`config.mk`:
```
export PLATFORM = sky130hd
export DESIGN_NAME = div_seq_32
export DESIGN_NICKNAME = d
export VERILOG_FILES = /design/src/rtl/div_seq_32.sv
export SDC_FILE = /design/constraint.sdc
export NUM_CORES = 1
export LEC_CHECK = 0
export ABC_AREA = 1
export BUFFER_PORTS_ARGS = -buffer_cell sky130_fd_sc_hd__clkbuf_2
export CAP_MARGIN = 20
export CELL_PAD_IN_SITES_DETAIL_PLACEMENT = 1
export CELL_PAD_IN_SITES_GLOBAL_PLACEMENT = 2
export CORE_ASPECT_RATIO = 0.75
export CORE_MARGIN = 2
export CORE_UTILIZATION = 36
export DETAILED_ROUTE_END_ITERATION = 6
export PLACE_DENSITY = 0.95
export SETUP_SLACK_MARGIN = 0.02
export SLEW_MARGIN = 20
export SYNTH_ARGS = -nofsm -noshare
export SYNTH_HDL_FRONTEND = slang
export SYNTH_SLANG_ARGS = --single-unit
```
`constraint.sdc`:
```
create_clock -name clock -period 5 [get_ports clock]
set_input_delay 0.25 -clock clock [delete_from_list [all_inputs] [get_ports clock]]
set_output_delay 0.25 -clock clock [all_outputs]
set_load 0.01 [all_outputs]
```
`src/rtl/div_seq_32.sv`:
```
// div_seq_32: multicycle signed integer divider (restoring shift-and-subtract).
// One quotient bit per clock. Operands are latched as magnitudes and the
// signs are re-applied when the result is written. Quotient truncates
// toward zero and the remainder carries the dividend's sign.
module div_seq_32 #(
  parameter int WIDTH = 32
) (
  input  logic             clock,
  input  logic             reset_n,
  input  logic             start,
  input  logic [WIDTH-1:0] dividend,
  input  logic [WIDTH-1:0] divisor,
  output logic [WIDTH-1:0] quotient,
  output logic [WIDTH-1:0] remainder,
  output logic             result_valid,
  output logic             div_by_zero,
  output logic             busy
);

  localparam int               CNT_W = $clog2(WIDTH + 1);
  localparam logic [CNT_W-1:0] LAST  = CNT_W'(WIDTH);
  localparam logic [CNT_W-1:0] CNT_1 = CNT_W'(1);
  localparam logic [WIDTH-1:0] ONE   = {{(WIDTH-1){1'b0}}, 1'b1};

  typedef enum logic [1:0] {IDLE, RUN, DONE} state_t;

  state_t           state;
  logic [CNT_W-1:0] cnt;

  // Working registers: partial remainder, dividend shifting into quotient,
  // divisor magnitude and the two result signs.
  logic [WIDTH-1:0] rem_p0;
  logic [WIDTH-1:0] quo_p0;
  logic [WIDTH-1:0] dvs_p0;
  logic             sign_q_p0;
  logic             sign_r_p0;

  logic [WIDTH:0]   rem_sh;
  logic [WIDTH:0]   trial;
  logic             load;

  // Two's complement magnitude. The most negative value maps to
  // 2^(WIDTH-1), which is still correct when read as unsigned.
  function automatic logic [WIDTH-1:0] magnitude(input logic signed [WIDTH-1:0] v);
    logic [WIDTH-1:0] u;
    u = v;
    return v[WIDTH-1] ? (~u + ONE) : u;
  endfunction

  // Re-apply a sign to an unsigned magnitude, wrapping modulo 2^WIDTH.
  function automatic logic [WIDTH-1:0] apply_sign(input logic neg,
                                                  input logic [WIDTH-1:0] mag);
    return neg ? (~mag + ONE) : mag;
  endfunction

  assign load   = (state != RUN) && start && (divisor != '0);
  assign rem_sh = {rem_p0, quo_p0[WIDTH-1]};
  assign trial  = rem_sh - {1'b0, dvs_p0};

  // Control FSM with registered outputs; result written on DONE entry.
  always_ff @(posedge clock or negedge reset_n) begin
    if (!reset_n) begin
      state        <= IDLE;
      cnt          <= '0;
      quotient     <= '0;
      remainder    <= '0;
      result_valid <= 1'b0;
      div_by_zero  <= 1'b0;
      busy         <= 1'b0;
    end else begin
      case (state)
        IDLE, DONE: begin
          result_valid <= 1'b0;
          state        <= IDLE;
          if (start) begin
            if (divisor == '0) begin
              state        <= DONE;
              quotient     <= '0;
              remainder    <= '0;
              div_by_zero  <= 1'b1;
              result_valid <= 1'b1;
              busy         <= 1'b0;
            end else begin
              state       <= RUN;
              cnt         <= '0;
              busy        <= 1'b1;
              div_by_zero <= 1'b0;
            end
          end
        end
        RUN: begin
          if (cnt == LAST) begin
            quotient     <= apply_sign(sign_q_p0, quo_p0);
            remainder    <= apply_sign(sign_r_p0, rem_p0);
            result_valid <= 1'b1;
            busy         <= 1'b0;
            state        <= DONE;
          end else begin
            cnt <= cnt + CNT_1;
          end
        end
        default: state <= IDLE;
      endcase
    end
  end

  // Datapath: load magnitudes on accept, then one restoring step per cycle.
  always_ff @(posedge clock) begin
    if (load) begin
      rem_p0    <= '0;
      quo_p0    <= magnitude($signed(dividend));
      dvs_p0    <= magnitude($signed(divisor));
      sign_q_p0 <= dividend[WIDTH-1] ^ divisor[WIDTH-1];
      sign_r_p0 <= dividend[WIDTH-1];
    end else if (state == RUN && cnt != LAST) begin
      // --- iteration boundary: shift, trial subtract, keep or restore ---
      if (!trial[WIDTH]) begin
        rem_p0 <= trial[WIDTH-1:0];
        quo_p0 <= {quo_p0[WIDTH-2:0], 1'b1};
      end else begin
        rem_p0 <= rem_sh[WIDTH-1:0];
        quo_p0 <= {quo_p0[WIDTH-2:0], 1'b0};
      end
    end
  end

endmodule

```
---- After elaboration in Yosys (flattened, before gate mapping) ----
Cells that the tools add are included.
cells by class
  magnitude comparators ................... 0
  equal/unequal tests ..................... 10
  muxes and demuxes ....................... 30
  div/mod/pow operators ................... 0
  reduce and logical (&&, ||, !) cells .... 14
  bitwise operators ....................... 5
  multipliers ............................. 0
  add/subtract/negate cells ............... 6
  shift-type cells ........................ 0
operators with widths
  operator                                              number
  2-to-1 mux 32 bit                                     10
  adder 32 x 1 -> 32 bit (second input constant)        4
  inverter 32 bit                                       4
  case mux 32 bit (2 select lines)                      2
  subtractor 33 x 32 -> 33 bit                          1
  logical NOT 32 bit                                    1
  nonzero test 32 bit                                   1
  2-to-1 mux 31 bit                                     1
  2-to-1 mux 6 bit                                      3
  case mux 6 bit (2 select lines)                       1
  inequality test 2 bit (second input constant)         5
  AND reduction 4 bit                                   2
  2-to-1 mux 1 bit                                      7
  adder 6 x 1 -> 6 bit (second input constant)          1
  equality test 6 bit (second input constant)           1
  2-to-1 mux 2 bit                                      3
  inequality test 6 bit (second input constant)         1
  case mux 1 bit (2 select lines)                       2
  case mux 2 bit (2 select lines)                       1
  AND reduction 2 bit                                   2
  nonzero test 2 bit                                    2
  logical AND 1 bit                                     3
  AND reduction 3 bit                                   1
  equality test 2 x 1 -> 1 bit (second input constant)  1
  other kinds (5)                                       5
storage, ports and cells
  bits in latches ......................... 0
  RAM bits ................................ 0
  memories ................................ 0
  bits in registers ....................... 173
  bits in read-only memories .............. 0

---- Longest topological paths before layout ----
  word-level depth ........................ 5
  gate-level depth with buffers ........... 19

---- Worst setup path before layout ----
Ideal clock, no wire load.
  kind .................................... reg2reg
  start ................................... register quo_p0[31]
  end ..................................... register quo_p0[0], data pin
  period minus slack after synthesis ...... 2.328 ns
  library setup time ...................... 0.261 ns
  arrival time ............................ 2.067 ns
  setup slack ............................. 2.672 ns
  stages on the path, launching flop included .. 17
  required time ........................... 4.739 ns
  cells stage by stage .................... edfxtp_1 inv_1 ha_1 fa_1 inv_1 nand3_1 nand2_1 nand2_1 nand2_2 nand2_1 nand2_2 nand2_1 nand3_2 nand2_2 buf_4 nand2_1 o21ai_0
between the ends
  word-level cells in the longest chain between the ends .. 4
ends and longest elaborated chain
  what                          line  text
  from (decl)                   33    logic [WIDTH-1:0] quo_p0;
  from (signal assigned)        111   quo_p0 <= magnitude($signed(dividend));
  from (signal assigned)        119   quo_p0 <= {quo_p0[WIDTH-2:0], 1'b1};
  from (signal assigned)        122   quo_p0 <= {quo_p0[WIDTH-2:0], 1'b0};
  subtractor 33 x 32 -> 33 bit  58    assign trial = rem_sh - {1'b0, dvs_p0};
  2-to-1 mux 1 bit              117   if (!trial[WIDTH]) begin
  2-to-1 mux 32 bit             115   end else if (state == RUN && cnt != LAST) begin
  2-to-1 mux 32 bit             109   if (load) begin
Every way passes these cells. The select of a mux whose other input is x is not followed.
A chain may end at the register's enable or synchronous reset.

---- Worst setup path after layout ----
  start ................................... register dvs_p0[7]
  end ..................................... register rem_p0[11]
between the ends
  word-level cells in the longest chain between the ends .. 2
ends and longest elaborated chain
  what                          line  text
  from (decl)                   34    logic [WIDTH-1:0] dvs_p0;
  from (signal assigned)        112   dvs_p0 <= magnitude($signed(divisor));
  subtractor 33 x 32 -> 33 bit  58
  2-to-1 mux 32 bit             117
  to (signal assigned)          118   rem_p0 <= trial[WIDTH-1:0];
  to (signal assigned)          121   rem_p0 <= rem_sh[WIDTH-1:0];
  to (decl)                     32    logic [WIDTH-1:0] rem_p0;
Every way passes these cells.

==> flow_summary.yaml <==
outcome:
  status: "finished, final reports clean"
placement:
  dp_hpwl_mm: 38.7
  place_ws_ns: 1.51
  numPortBuffers: 133
  gp_congestion: 1.04
layout:
  seq_area_mm2: 0.00450
  drive_above_1_share_pct: 9.93
  multi_input_comb_area_mm2: 0.00691
  diodes: 0
  fillers: 4726
  nNetsFinal: 2168
  syn_to_final_growth_pct: 12.5
sta:
  skew_ns: 0.0109
  fin_ws_ns: 1.32
  hold_viol: 0
  period_needed_ns: 3.68
  finalSetupViolations: 0
  slew-limit-headroom_pct: 34.3
  tightest_slew_ns: 0.985
  whs_ns: 0.0108
  setup-tns-final_ns: 0
  period_share_pct: 73.6
  clock.fmax_mhz: 272
  maxSlewViolCount: 0
  rsz0062_at_grt: "false"
worst_setup_path:
  crit_top_cell: "nand2_1"
  cp_slowest_cell: "nand2_2"
  crit_fanout: 33
  critPathLaunchType: "register"
  cp_top_family: "simple AND/OR/NAND/NOR gates"
  crit_chain: "inv_1 > ha_1 > nand2_1 > inv_1 > a21oi_1 > nand2_2 > nand2_1 > nand2_2 > nand2_1 > nand3_2 > nand2_2 > nand2_1 > nand3_1 > nand2_1"
  r2r_setup_slack_ns: 1.32
  max_stage_delay_ns: 0.84
  required_ns: 5.33
  worst_ep_arrival_time_ns: 4.01
  worstSetupEndpointType: "register"
  path_class: "register to register"
  reg2regPathDepth: 14
  r2r_end: "rem_p0[11]$_SDFFE_PP0P_"
  cp.buffers_inverters: 2
  timing.rr.start: "dvs_p0[7]$_DFFE_PP_"
routing:
  vias: 13200
  firstDrtPassIters: 5
  drc_errors: 0
  routed_wl_mm: 47.8
  wl_per_cell_um: 18.9
  drt-initial-drc-count: 1220
  via_per_inst: 5.20
  postRouteAntennaNets: 0
floorplan:
  die_y_um: 168
  die_w_um: 222
  core_mm2: 0.0350
  fp-row-count: 59
  die_area_mm2: 0.0373
  io_pins: 134
  initial_core_util_pct: 36.8
power_and_ir_drop:
  p_leak_nw: 7.67
  power.density_mw_per_mm2: 627
  p_int_w: 0.00439
  p_sw_w: 0.00470
  clockPowerShare_pct: 15.3
  irDropWorstVdd_uv: 259
  seq_power_share_pct: 31.4
  combPwrFrac_pct: 53.2
  p_sw_share_pct: 51.7
global_routing:
  grt_start_max_net_pins: 76
  grt_use_met3_pct: 4.33
  grt_pass1_vias: 12900
  antenna_found_initial: 1
  overflow: 0
  grt_pass1_wl_mm: 74.0
  grt_most_used_layer: "met1"
  grt_usage_pct: 25.5
  use_met2_pct: 36.9
  grtUsageMet1_pct: 39.9
synth:
  synth-edff-count: 66
  synth_area_mm2: 0.0129
  synth_async_sr_flop_share_pct: 43.4
  yosysWarnings: 0
  synth_top_area_share_pct: 20.0
  synth.ff_latch_count: 173
  avgSynthCellArea_um2: 6.59
  synth_cell_types: 47
  synth_cells: 1954
  seq_area_frac_synth_pct: 34.9
  syn_nets: 2060
  synth_ff_type: "dfrtp_1"
  synth_area_leader_cell: "nand2_1"
  netlist_top_cells_area: "nand2_1 20%, edfxtp_1 15%, dfrtp_1 15%"
cts:
  clk_pin_slew_ns: 0.07
  ctsHtreeMaxLevel: 4
  cts_setup_buffers: 0
  numCtsBuffers: 17
  cts_sinks: 173
  cts-root-buf: "clkbuf_16"
  cts_tree: "done"
  ctsLongestPathBuffers: 2
  clk_latency_ns: 0.44
min_path:
  hold_class: "input port to register"
  holdPathStages: 1
  hp-start: "divisor[0]"
  min_to: "dvs_p0[0]$_DFFE_PP_"
job:
  drv_cap: 0
-- power groups by stage --
stage	sequential, W	clock, W	combinational (W)
after floorplan	0.00264	0	0.00318
after global placement	0.00282	0	0.00461
after detailed placement	0.00286	0	0.00476
after CTS	0.00284	0.00140	0.00479
after global routing	0.00291	0.00146	0.00541
final	0.00286	0.00139	0.00484
-- layout by cell type, fill, tap and decap left out, types with 3 or more instances in the layout --
cell type  instances
or2_2              8
o21ai_1           57
a21oi_1           38
nand4_1           32
edfxtp_1          66
nor3_1            23
inv_2             10
dfrtp_1           75
xnor2_1           11
o31ai_1            3
inv_1            306
o21ai_0           61
dfxtp_1           32
nand2_1          686
nor2_1           153
inv_6              5
clkbuf_16         18
nand3_2            3
buf_4              7
xor2_1            91
nor2_2             3
nor4_1             6
nand3b_1           5
ha_1              38
a31oi_1            5
nand3_1          162
nand2_2            5
clkbuf_2         132
-- logic make-up after synthesis --
group / share of synthesized area, %
and+or+nand+nor: 35.9
buffers and inverters: 11.5
DFF: 34.9
AOI/OAI and AO/OA: 6.93
xor gates and xnor gates: 6.93
adders and majority gates: 3.85
-- area by class of cell --
type / instances / share of cell area (%)
Clock inverter: 14 / 1.05
Sequential cell: 173 / 31.0
Multi-Input combinational cell: 1414 / 47.7
Clock buffer: 18 / 3.11
Tap cell: 457 / 3.94
Timing Repair Buffer: 140 / 4.99
Inverter: 316 / 8.18
-- timing repair --
action	4_1_cts	5_1_grt
resized for setup	0	0
endpoints found under the hold margin	9	0
hold buffers	1	0
-- state kept, by name, summed over array words and instances, names as in the netlist --
signal,cells
busy,1
cnt,6
dvs_p0,32
div_by_zero,1
rem_p0,32
sign_r_p0,1
state,2
remainder,32
quotient,32
quo_p0,32
result_valid,1
sign_q_p0,1
-- metrics by stage --
stage                     cell area, um^2  cells  total power (W)  util [%]
after floorplan                     12900   1954          0.00583         -
after global routing                14500   2532          0.00977      41.4
after detailed placement            13900   2499          0.00761      39.7
final                               14500   2532          0.00909      41.4
after global placement              13900   2499          0.00744      39.7
after CTS                           14500   2532          0.00903      41.4
-- per-layer routing --
layer / part of all wire (%) / vias to the layer above
li1: - / 6339
met1: 52 / 6440
met2: 41 / 350
met3: 6.5 / 27
met4: 0.81 / 0
met5: 0 / -
-- worst max-delay path by stage --
stage | depth (start not counted) | end | slack, ns | from
floorplan | 16 | quo_p0[0]$_DFFE_PP_ | 2.67 | quo_p0[31]$_DFFE_PP_
global placement | 12 | quo_p0[7]$_DFFE_PP_ | 1.63 | divisor[0]
detailed placement | 12 | quo_p0[7]$_DFFE_PP_ | 1.51 | divisor[0]
CTS | 13 | rem_p0[11]$_SDFFE_PP0P_ | 1.45 | rem_p0[4]$_SDFFE_PP0P_
global route | 14 | rem_p0[23]$_SDFFE_PP0P_ | 1.05 | dvs_p0[7]$_DFFE_PP_
finish | 14 | rem_p0[11]$_SDFFE_PP0P_ | 1.32 | dvs_p0[7]$_DFFE_PP_
-- synth_stat cells (2+ instances only) --
master / n
or2_1: 2
o22ai_1: 2
o211ai_1: 2
nor3b_1: 2
o21ai_1: 57
nor3_1: 23
or2_2: 8
nand2_2: 5
nand2_1: 686
nand3_1: 162
inv_1: 305
dfxtp_1: 32
and2_1: 2
ha_1: 38
buf_4: 4
nand3_2: 3
xor2_1: 91
xnor2_1: 11
a21oi_1: 38
clkbuf_1: 24
nand3b_1: 5
nor2_2: 3
nor4_1: 6
nor2_1: 153
o21ai_0: 61
dfrtp_1: 75
nor2_4: 2
buf_2: 13
o31ai_1: 3
nand4_1: 32
a31oi_1: 5
buf_6: 8
nor3_2: 2
edfxtp_1: 66
inv_2: 10
and3_1: 2
Power figures use the tool's default switching activity.
